**config.mk**
```make
export PLATFORM = sky130hd
export DESIGN_NAME = ctrl_pipe_unit_flat
export DESIGN_NICKNAME = d
export VERILOG_FILES = /design/src/rtl/ctrl_pipe_if.sv /design/src/rtl/ctrl_pipe_unit.sv /design/src/flat_wrapper.sv
export SDC_FILE = /design/constraint.sdc
export NUM_CORES = 1
export LEC_CHECK = 0
export ABC_CLOCK_PERIOD_IN_PS = 6000
export CAP_MARGIN = 10
export CORE_MARGIN = 2
export CORE_UTILIZATION = 38
export DETAILED_ROUTE_END_ITERATION = 7
export HOLD_SLACK_MARGIN = 0.03
export PLACE_DENSITY_LB_ADDON = 0.12
export RECOVER_POWER = 100
export SLEW_MARGIN = 20
export SYNTH_ARGS = -nofsm -noshare
export SYNTH_HDL_FRONTEND = slang
export SYNTH_SLANG_ARGS = --single-unit
```
**constraint.sdc**
```tcl
create_clock -name clk_i -period 6 [get_ports clk_i]
set_clock_uncertainty 0.2 [all_clocks]
set_input_delay 1.2 -clock clk_i [delete_from_list [all_inputs] [get_ports clk_i]]
set_output_delay 1.2 -clock clk_i [all_outputs]
set_load 0.01 [all_outputs]
```
**src/rtl/ctrl_pipe_if.sv**
```systemverilog
// Control-pipe bus between the IF/ID front end (master) and ctrl_pipe_unit (slave).
// Valid_i qualifies Op_i for one cycle; there is no back-pressure, and MemStall_i freezes the pipe instead.
interface ctrl_pipe_if #(
    parameter int ALUOP_W = 2,
    parameter int CNT_W   = 32
);
    logic               Valid_i;
    logic [6:0]         Op_i;
    logic               NoOp_i;
    logic               Flush_i;
    logic               MemStall_i;
    logic               ClrIllegal_i;
    logic [ALUOP_W-1:0] ALUOp_ex_o;
    logic               ALUSrc_ex_o;
    logic               Branch_ex_o;
    logic               Jump_ex_o;
    logic               MemRead_ex_o;
    logic               MemRead_mem_o;
    logic               MemWrite_mem_o;
    logic               RegWrite_mem_o;
    logic               RegWrite_wb_o;
    logic               MemtoReg_wb_o;
    logic               Illegal_o;
    logic [CNT_W-1:0]   RetireCnt_o;
    logic [CNT_W-1:0]   BubbleCnt_o;

    modport master (
        output Valid_i, Op_i, NoOp_i, Flush_i, MemStall_i, ClrIllegal_i,
        input  ALUOp_ex_o, ALUSrc_ex_o, Branch_ex_o, Jump_ex_o, MemRead_ex_o,
               MemRead_mem_o, MemWrite_mem_o, RegWrite_mem_o, RegWrite_wb_o,
               MemtoReg_wb_o, Illegal_o, RetireCnt_o, BubbleCnt_o
    );

    modport slave (
        input  Valid_i, Op_i, NoOp_i, Flush_i, MemStall_i, ClrIllegal_i,
        output ALUOp_ex_o, ALUSrc_ex_o, Branch_ex_o, Jump_ex_o, MemRead_ex_o,
               MemRead_mem_o, MemWrite_mem_o, RegWrite_mem_o, RegWrite_wb_o,
               MemtoReg_wb_o, Illegal_o, RetireCnt_o, BubbleCnt_o
    );
endinterface

```
**src/rtl/ctrl_pipe_unit.sv**
```systemverilog
// Pipelined control decoder: decodes the ID opcode and carries control through ID/EX, EX/MEM, MEM/WB.
// Define CTRL_JAL_EN to additionally decode jal/jalr and drive Jump_ex_o.
module ctrl_pipe_unit #(
    parameter int ALUOP_W = 2,
    parameter int CNT_W   = 32
) (
    input  logic         clk_i,
    input  logic         rst_i,
    ctrl_pipe_if.slave   bus
);
    localparam logic [CNT_W-1:0] CNT_ONE = CNT_W'(1);

    typedef struct packed {
        logic               valid;
        logic [ALUOP_W-1:0] aluOp;
        logic               aluSrc;
        logic               regWrite;
        logic               memtoReg;
        logic               memRead;
        logic               memWrite;
        logic               branch;
`ifdef CTRL_JAL_EN
        logic               jump;
`endif
    } exCtrl_t;

    typedef struct packed {
        logic valid;
        logic regWrite;
        logic memtoReg;
        logic memRead;
        logic memWrite;
    } memCtrl_t;

    typedef struct packed {
        logic valid;
        logic regWrite;
        logic memtoReg;
    } wbCtrl_t;

    exCtrl_t          dec;
    logic             decIllegal;
    exCtrl_t          idNext;
    exCtrl_t          idEx;
    memCtrl_t         exMem;
    wbCtrl_t          memWb;
    logic             illegalQ;
    logic [CNT_W-1:0] retireCnt;
    logic [CNT_W-1:0] bubbleCnt;
    logic             advance;
    logic             squash;
    logic             setIllegal;
    logic             addBubble;

    always_comb begin
        dec        = '0;
        decIllegal = 1'b0;
        case (bus.Op_i)
            7'b0110011: begin
                dec.aluOp    = ALUOP_W'(2'b10);
                dec.regWrite = 1'b1;
            end
            7'b0010011: begin
                dec.aluOp    = ALUOP_W'(2'b11);
                dec.aluSrc   = 1'b1;
                dec.regWrite = 1'b1;
            end
            7'b0000011: begin
                dec.aluOp    = ALUOP_W'(2'b11);
                dec.aluSrc   = 1'b1;
                dec.regWrite = 1'b1;
                dec.memtoReg = 1'b1;
                dec.memRead  = 1'b1;
            end
            7'b0100011: begin
                dec.aluOp    = ALUOP_W'(2'b00);
                dec.aluSrc   = 1'b1;
                dec.memWrite = 1'b1;
            end
            7'b1100011: begin
                dec.aluOp    = ALUOP_W'(2'b01);
                dec.branch   = 1'b1;
            end
`ifdef CTRL_JAL_EN
            7'b1101111: begin
                dec.aluOp    = ALUOP_W'(2'b00);
                dec.regWrite = 1'b1;
                dec.jump     = 1'b1;
            end
            7'b1100111: begin
                dec.aluOp    = ALUOP_W'(2'b11);
                dec.aluSrc   = 1'b1;
                dec.regWrite = 1'b1;
                dec.jump     = 1'b1;
            end
`endif
            default: decIllegal = 1'b1;
        endcase
    end

    // An unknown opcode only counts as illegal when a real, non-squashed instruction carries it.
    always_comb begin
        advance    = !bus.MemStall_i;
        squash     = bus.NoOp_i | bus.Flush_i | decIllegal;
        setIllegal = advance & bus.Valid_i & !bus.NoOp_i & !bus.Flush_i & decIllegal;
        addBubble  = advance & bus.Valid_i & squash;
        idNext     = '0;
        if (bus.Valid_i && !squash) begin
            idNext       = dec;
            idNext.valid = 1'b1;
        end
    end

    always_ff @(posedge clk_i or negedge rst_i) begin
        if (!rst_i) begin
            idEx      <= '0;
            exMem     <= '0;
            memWb     <= '0;
            retireCnt <= '0;
            bubbleCnt <= '0;
        end else if (advance) begin
            idEx           <= idNext;
            exMem.valid    <= idEx.valid;
            exMem.regWrite <= idEx.regWrite;
            exMem.memtoReg <= idEx.memtoReg;
            exMem.memRead  <= idEx.memRead;
            exMem.memWrite <= idEx.memWrite;
            memWb.valid    <= exMem.valid;
            memWb.regWrite <= exMem.regWrite;
            memWb.memtoReg <= exMem.memtoReg;
            if (memWb.valid && !(&retireCnt)) retireCnt <= retireCnt + CNT_ONE;
            if (addBubble && !(&bubbleCnt))   bubbleCnt <= bubbleCnt + CNT_ONE;
        end
    end

    // Set beats clear when both land in the same cycle.
    always_ff @(posedge clk_i or negedge rst_i) begin
        if (!rst_i)                illegalQ <= 1'b0;
        else if (setIllegal)       illegalQ <= 1'b1;
        else if (bus.ClrIllegal_i) illegalQ <= 1'b0;
    end

    assign bus.ALUOp_ex_o     = idEx.aluOp;
    assign bus.ALUSrc_ex_o    = idEx.aluSrc;
    assign bus.Branch_ex_o    = idEx.branch;
`ifdef CTRL_JAL_EN
    assign bus.Jump_ex_o      = idEx.jump;
`else
    assign bus.Jump_ex_o      = 1'b0;
`endif
    assign bus.MemRead_ex_o   = idEx.memRead;
    assign bus.MemRead_mem_o  = exMem.memRead;
    assign bus.MemWrite_mem_o = exMem.memWrite;
    assign bus.RegWrite_mem_o = exMem.regWrite;
    assign bus.RegWrite_wb_o  = memWb.regWrite;
    assign bus.MemtoReg_wb_o  = memWb.memtoReg;
    assign bus.Illegal_o      = illegalQ;
    assign bus.RetireCnt_o    = retireCnt;
    assign bus.BubbleCnt_o    = bubbleCnt;
endmodule

```
**src/flat_wrapper.sv**
```systemverilog
// flat-port wrapper written by rule: the top's interface ports become plain ports
module ctrl_pipe_unit_flat 
#(
    parameter int ALUOP_W = 2,
    parameter int CNT_W   = 32
)
  (clk_i, rst_i, bus_Valid_i, bus_Op_i, bus_NoOp_i, bus_Flush_i, bus_MemStall_i, bus_ClrIllegal_i, bus_ALUOp_ex_o, bus_ALUSrc_ex_o, bus_Branch_ex_o, bus_Jump_ex_o, bus_MemRead_ex_o, bus_MemRead_mem_o, bus_MemWrite_mem_o, bus_RegWrite_mem_o, bus_RegWrite_wb_o, bus_MemtoReg_wb_o, bus_Illegal_o, bus_RetireCnt_o, bus_BubbleCnt_o);
  ctrl_pipe_if #(.ALUOP_W(ALUOP_W), .CNT_W(CNT_W)) bus_i ();
  input  logic clk_i;
  input  logic rst_i;
  input wire logic [$bits(bus_i.Valid_i)-1:0] bus_Valid_i;
  input wire logic [$bits(bus_i.Op_i)-1:0] bus_Op_i;
  input wire logic [$bits(bus_i.NoOp_i)-1:0] bus_NoOp_i;
  input wire logic [$bits(bus_i.Flush_i)-1:0] bus_Flush_i;
  input wire logic [$bits(bus_i.MemStall_i)-1:0] bus_MemStall_i;
  input wire logic [$bits(bus_i.ClrIllegal_i)-1:0] bus_ClrIllegal_i;
  output wire logic [$bits(bus_i.ALUOp_ex_o)-1:0] bus_ALUOp_ex_o;
  output wire logic [$bits(bus_i.ALUSrc_ex_o)-1:0] bus_ALUSrc_ex_o;
  output wire logic [$bits(bus_i.Branch_ex_o)-1:0] bus_Branch_ex_o;
  output wire logic [$bits(bus_i.Jump_ex_o)-1:0] bus_Jump_ex_o;
  output wire logic [$bits(bus_i.MemRead_ex_o)-1:0] bus_MemRead_ex_o;
  output wire logic [$bits(bus_i.MemRead_mem_o)-1:0] bus_MemRead_mem_o;
  output wire logic [$bits(bus_i.MemWrite_mem_o)-1:0] bus_MemWrite_mem_o;
  output wire logic [$bits(bus_i.RegWrite_mem_o)-1:0] bus_RegWrite_mem_o;
  output wire logic [$bits(bus_i.RegWrite_wb_o)-1:0] bus_RegWrite_wb_o;
  output wire logic [$bits(bus_i.MemtoReg_wb_o)-1:0] bus_MemtoReg_wb_o;
  output wire logic [$bits(bus_i.Illegal_o)-1:0] bus_Illegal_o;
  output wire logic [$bits(bus_i.RetireCnt_o)-1:0] bus_RetireCnt_o;
  output wire logic [$bits(bus_i.BubbleCnt_o)-1:0] bus_BubbleCnt_o;
  assign bus_i.Valid_i = bus_Valid_i;
  assign bus_i.Op_i = bus_Op_i;
  assign bus_i.NoOp_i = bus_NoOp_i;
  assign bus_i.Flush_i = bus_Flush_i;
  assign bus_i.MemStall_i = bus_MemStall_i;
  assign bus_i.ClrIllegal_i = bus_ClrIllegal_i;
  assign bus_ALUOp_ex_o = bus_i.ALUOp_ex_o;
  assign bus_ALUSrc_ex_o = bus_i.ALUSrc_ex_o;
  assign bus_Branch_ex_o = bus_i.Branch_ex_o;
  assign bus_Jump_ex_o = bus_i.Jump_ex_o;
  assign bus_MemRead_ex_o = bus_i.MemRead_ex_o;
  assign bus_MemRead_mem_o = bus_i.MemRead_mem_o;
  assign bus_MemWrite_mem_o = bus_i.MemWrite_mem_o;
  assign bus_RegWrite_mem_o = bus_i.RegWrite_mem_o;
  assign bus_RegWrite_wb_o = bus_i.RegWrite_wb_o;
  assign bus_MemtoReg_wb_o = bus_i.MemtoReg_wb_o;
  assign bus_Illegal_o = bus_i.Illegal_o;
  assign bus_RetireCnt_o = bus_i.RetireCnt_o;
  assign bus_BubbleCnt_o = bus_i.BubbleCnt_o;
  ctrl_pipe_unit #(.ALUOP_W(ALUOP_W), .CNT_W(CNT_W)) u_core (.clk_i(clk_i), .rst_i(rst_i), .bus(bus_i));
endmodule
```
==> impl_metrics.tcl <==
set metrics [dict create \
    area_delta_synth_final_pct 30.0 \
    post-cts-setup-buffer-count 0 \
    place.gp.congestion 0.771 \
    final-max-slew-violation-count 0 \
    critPathCaptureType "register" \
    multi_input_area_um2 1750 \
    cts_root_buf "clkbuf_8" \
    power_density_nw_per_um2 237 \
    die_y_um 105 \
    setup_viol 0 \
    hold-worst-slack_ns 0.289 \
    num-fill-cells 924 \
    worstMarginPinSlew_ns 1.16 \
    max_stage_delay_ns 1.04 \
    die_area_um2 11100 \
    seq_area_um2 2000 \
    nNetsFinal 454 \
    async_flop_share_pct 100 \
    rsz0062_at_grt "no" \
    htree_levels 3 \
    overflow 0 \
    drtAntennaViolNets 0 \
    cts_resized 0 \
    startpoint "bus_Op_i[5]" \
    dp_hpwl_mm 5.90 \
    layout_commonest_cell "dfrtp_1" \
    crit_fanout 13 \
    syn_area_um2 3910 \
    arrival_ns 3.87 \
    wl_mm 8.57 \
    drcViolationCount 0 \
    drt_iter0_drc 130 \
    reg2reg_from "u_core.bus.BubbleCnt_o[24]" \
    postSynthCellCount 351 \
    grt_max_degree 81 \
    max_clock_freq_mhz 260 \
    clock_latency_ns 0.35 \
    yosysTopAreaCell "dfrtp_1" \
    rows 37 \
    ys_seq_area_share_pct 51.2 \
    required_ns 6.02 \
    final_cell_area_um2 5080 \
    ys_types 46 \
    cts.path.max_buffers 2 \
    drive_gt1_share_pct 7.45 \
    hold_path_end "u_core.bus.RetireCnt_o[30]" \
    synth_warnings 0 \
    final.setup.tns_ns 0 \
    p_leak_nw 2.42 \
    synth_ff_type "dfrtp_1" \
    avgViaCountPerCell 5.17 \
    cp-start-kind "input pin" \
    syn_avg_cell_area_um2 11.1 \
    status "finished, final reports clean" \
    hold_class "register to register" \
    antenna_found_initial 0 \
    ctsHoldBuffers 0 \
    ys_top_cells_by_area "dfrtp_1, xnor2_1, xor2_1" \
    chipWidth_um 105 \
    grtUsageTotal_pct 16.1 \
    min_period_over_period_pct 64.1 \
    io_pins 90 \
    min_period_ns 3.85 \
    maxCapViolations 0 \
    wl_per_cell_um 14.8 \
    yosys_register_bits 80 \
    cts.sinks 80 \
    diodes 0 \
    first_pass_iters 4 \
    r2r-end "u_core.bus.BubbleCnt_o[1]" \
    crit_chain "dlygate4sd3_1 > nand2b_1 > a2111oi_0 > or4_1 > nor3_1 > xor2_1" \
    yosysTopAreaCellShare_pct 51.2 \
    cts_tree "done" \
    crit_type "input pin to register" \
    maxSlewHeadroom_pct 20.9 \
    final_cell_mix "dfrtp_1, dlygate4sd3_1, xnor2_1, nand3_1, nand2_1" \
    synth_enable_flop_cells 0 \
    reg2reg_depth 5 \
    grt_pass1_wl_mm 14.5 \
    dr_total_vias 2995 \
    r2r_setup_slack_ns 3.22 \
    ir_drop_mv 0.219 \
    grt_pass1_vias 2919 \
    dpl_cell_area_um2 4880 \
    path_clk_slew_ns 0.08 \
    syn_nets 367 \
    hold_viol_final 0 \
    hp-start "u_core.bus.RetireCnt_o[30]" \
    min_path_cells 1 \
    start_util_pct 38.5 \
    cts_buffers 9 \
    portBuffers 88 \
    cp_slowest_cell "a2111oi_0" \
    coreArea_um2 10100 \
]
[worst max path at each step]
stage                                  to  slack, ns  cells after the start
2_1_floorplan  u_core.bus.BubbleCnt_o[27]       3.12                      6
3_3_place_gp    u_core.bus.RetireCnt_o[9]       2.15                      6
3_5_place_dp    u_core.bus.RetireCnt_o[9]       2.06                      6
4_1_cts         u_core.bus.RetireCnt_o[9]       2.43                      6
5_1_grt        u_core.bus.BubbleCnt_o[23]       1.91                      6
6_report       u_core.bus.BubbleCnt_o[17]       2.15                      6
[registers in the layout (all words and copies together), names as in the netlist]
register	count
u_core.bus.ALUOp_ex_o	2
u_core.bus.ALUSrc_ex_o	1
u_core.bus.Branch_ex_o	1
u_core.bus.BubbleCnt_o	32
u_core.bus.Illegal_o	1
u_core.bus.MemRead_ex_o	1
u_core.bus.MemRead_mem_o	1
u_core.bus.MemWrite_mem_o	1
u_core.bus.MemtoReg_wb_o	1
u_core.bus.RegWrite_mem_o	1
u_core.bus.RegWrite_wb_o	1
u_core.bus.RetireCnt_o	32
u_core.exMem	1
u_core.idEx	3
u_core.memWb	1
[area by class of cell]
cell class | count | share of cell area, %
multi-input cells | 255 | 34.5
clock buffers | 11 | 2.98
inverters | 3 | 0.222
flip-flops and latches | 80 | 39.4
repair buffers | 89 | 17.5
well taps | 136 | 3.35
clock inverters | 5 | 2.02
[where the power goes]
group          switching [mW]  total (mW)  internal (mW)
combinational          0.0558       0.120         0.0641
clock                   0.197       0.496          0.299
sequential             0.0290       0.591          0.562
[worst max-delay path, delay by kind of cell]
family,cells,cell delay [ns]
compound gates,1,1.04
xor+xnor,1,0.16
buf+inv,1,0.60
simple gates,3,0.84
[cell usage after synthesis (2+ instances only)]
cell type	n
and3_1	19
nor4_1	6
nand4_2	2
buf_6	2
ha_1	2
nor4_2	3
and2_1	6
nor3_2	2
a22o_1	7
xnor2_1	41
clkbuf_1	5
nor3_1	8
nand2b_4	2
nor2b_1	2
dfrtp_1	80
nand2_1	27
nand4bb_1	2
nor2_1	19
xor2_1	21
inv_1	3
buf_4	4
mux2_2	8
nand3_1	27
nand4_1	25
and4_1	4
nor4b_2	4
[cells by family after synthesis]
logic type | after synthesis | share of synthesized area (%)
buffers and inverters | 16 | 2.34
other | 1 | 0.0960
AND/OR/NAND/NOR | 167 | 26.1
flip-flops | 80 | 51.2
adder cells (fa/ha/maj) | 2 | 0.640
XOR/XNOR | 62 | 13.9
AO/OA/AOI/OAI | 14 | 3.11
multiplexers | 9 | 2.59
[metrics by stage]
stage,setup WS [ns],total power [mW],util (%),instances
after floorplan,3.12,0.654,-,351
after global placement,2.15,0.731,48.2,563
after detailed placement,2.06,0.735,48.2,563
after CTS,2.43,1.23,50.7,579
after global routing,1.91,1.26,50.1,579
final,2.15,1.21,50.1,579
[layer usage]
layer | track usage, % | part of all wire (%)
met4 | 6.57 | 1.5
met5 | 0 | 0
met2 | 23.9 | 46
met1 | 22.3 | 47
met3 | 4.14 | 5.0
(Power assumes the default switching activity.)
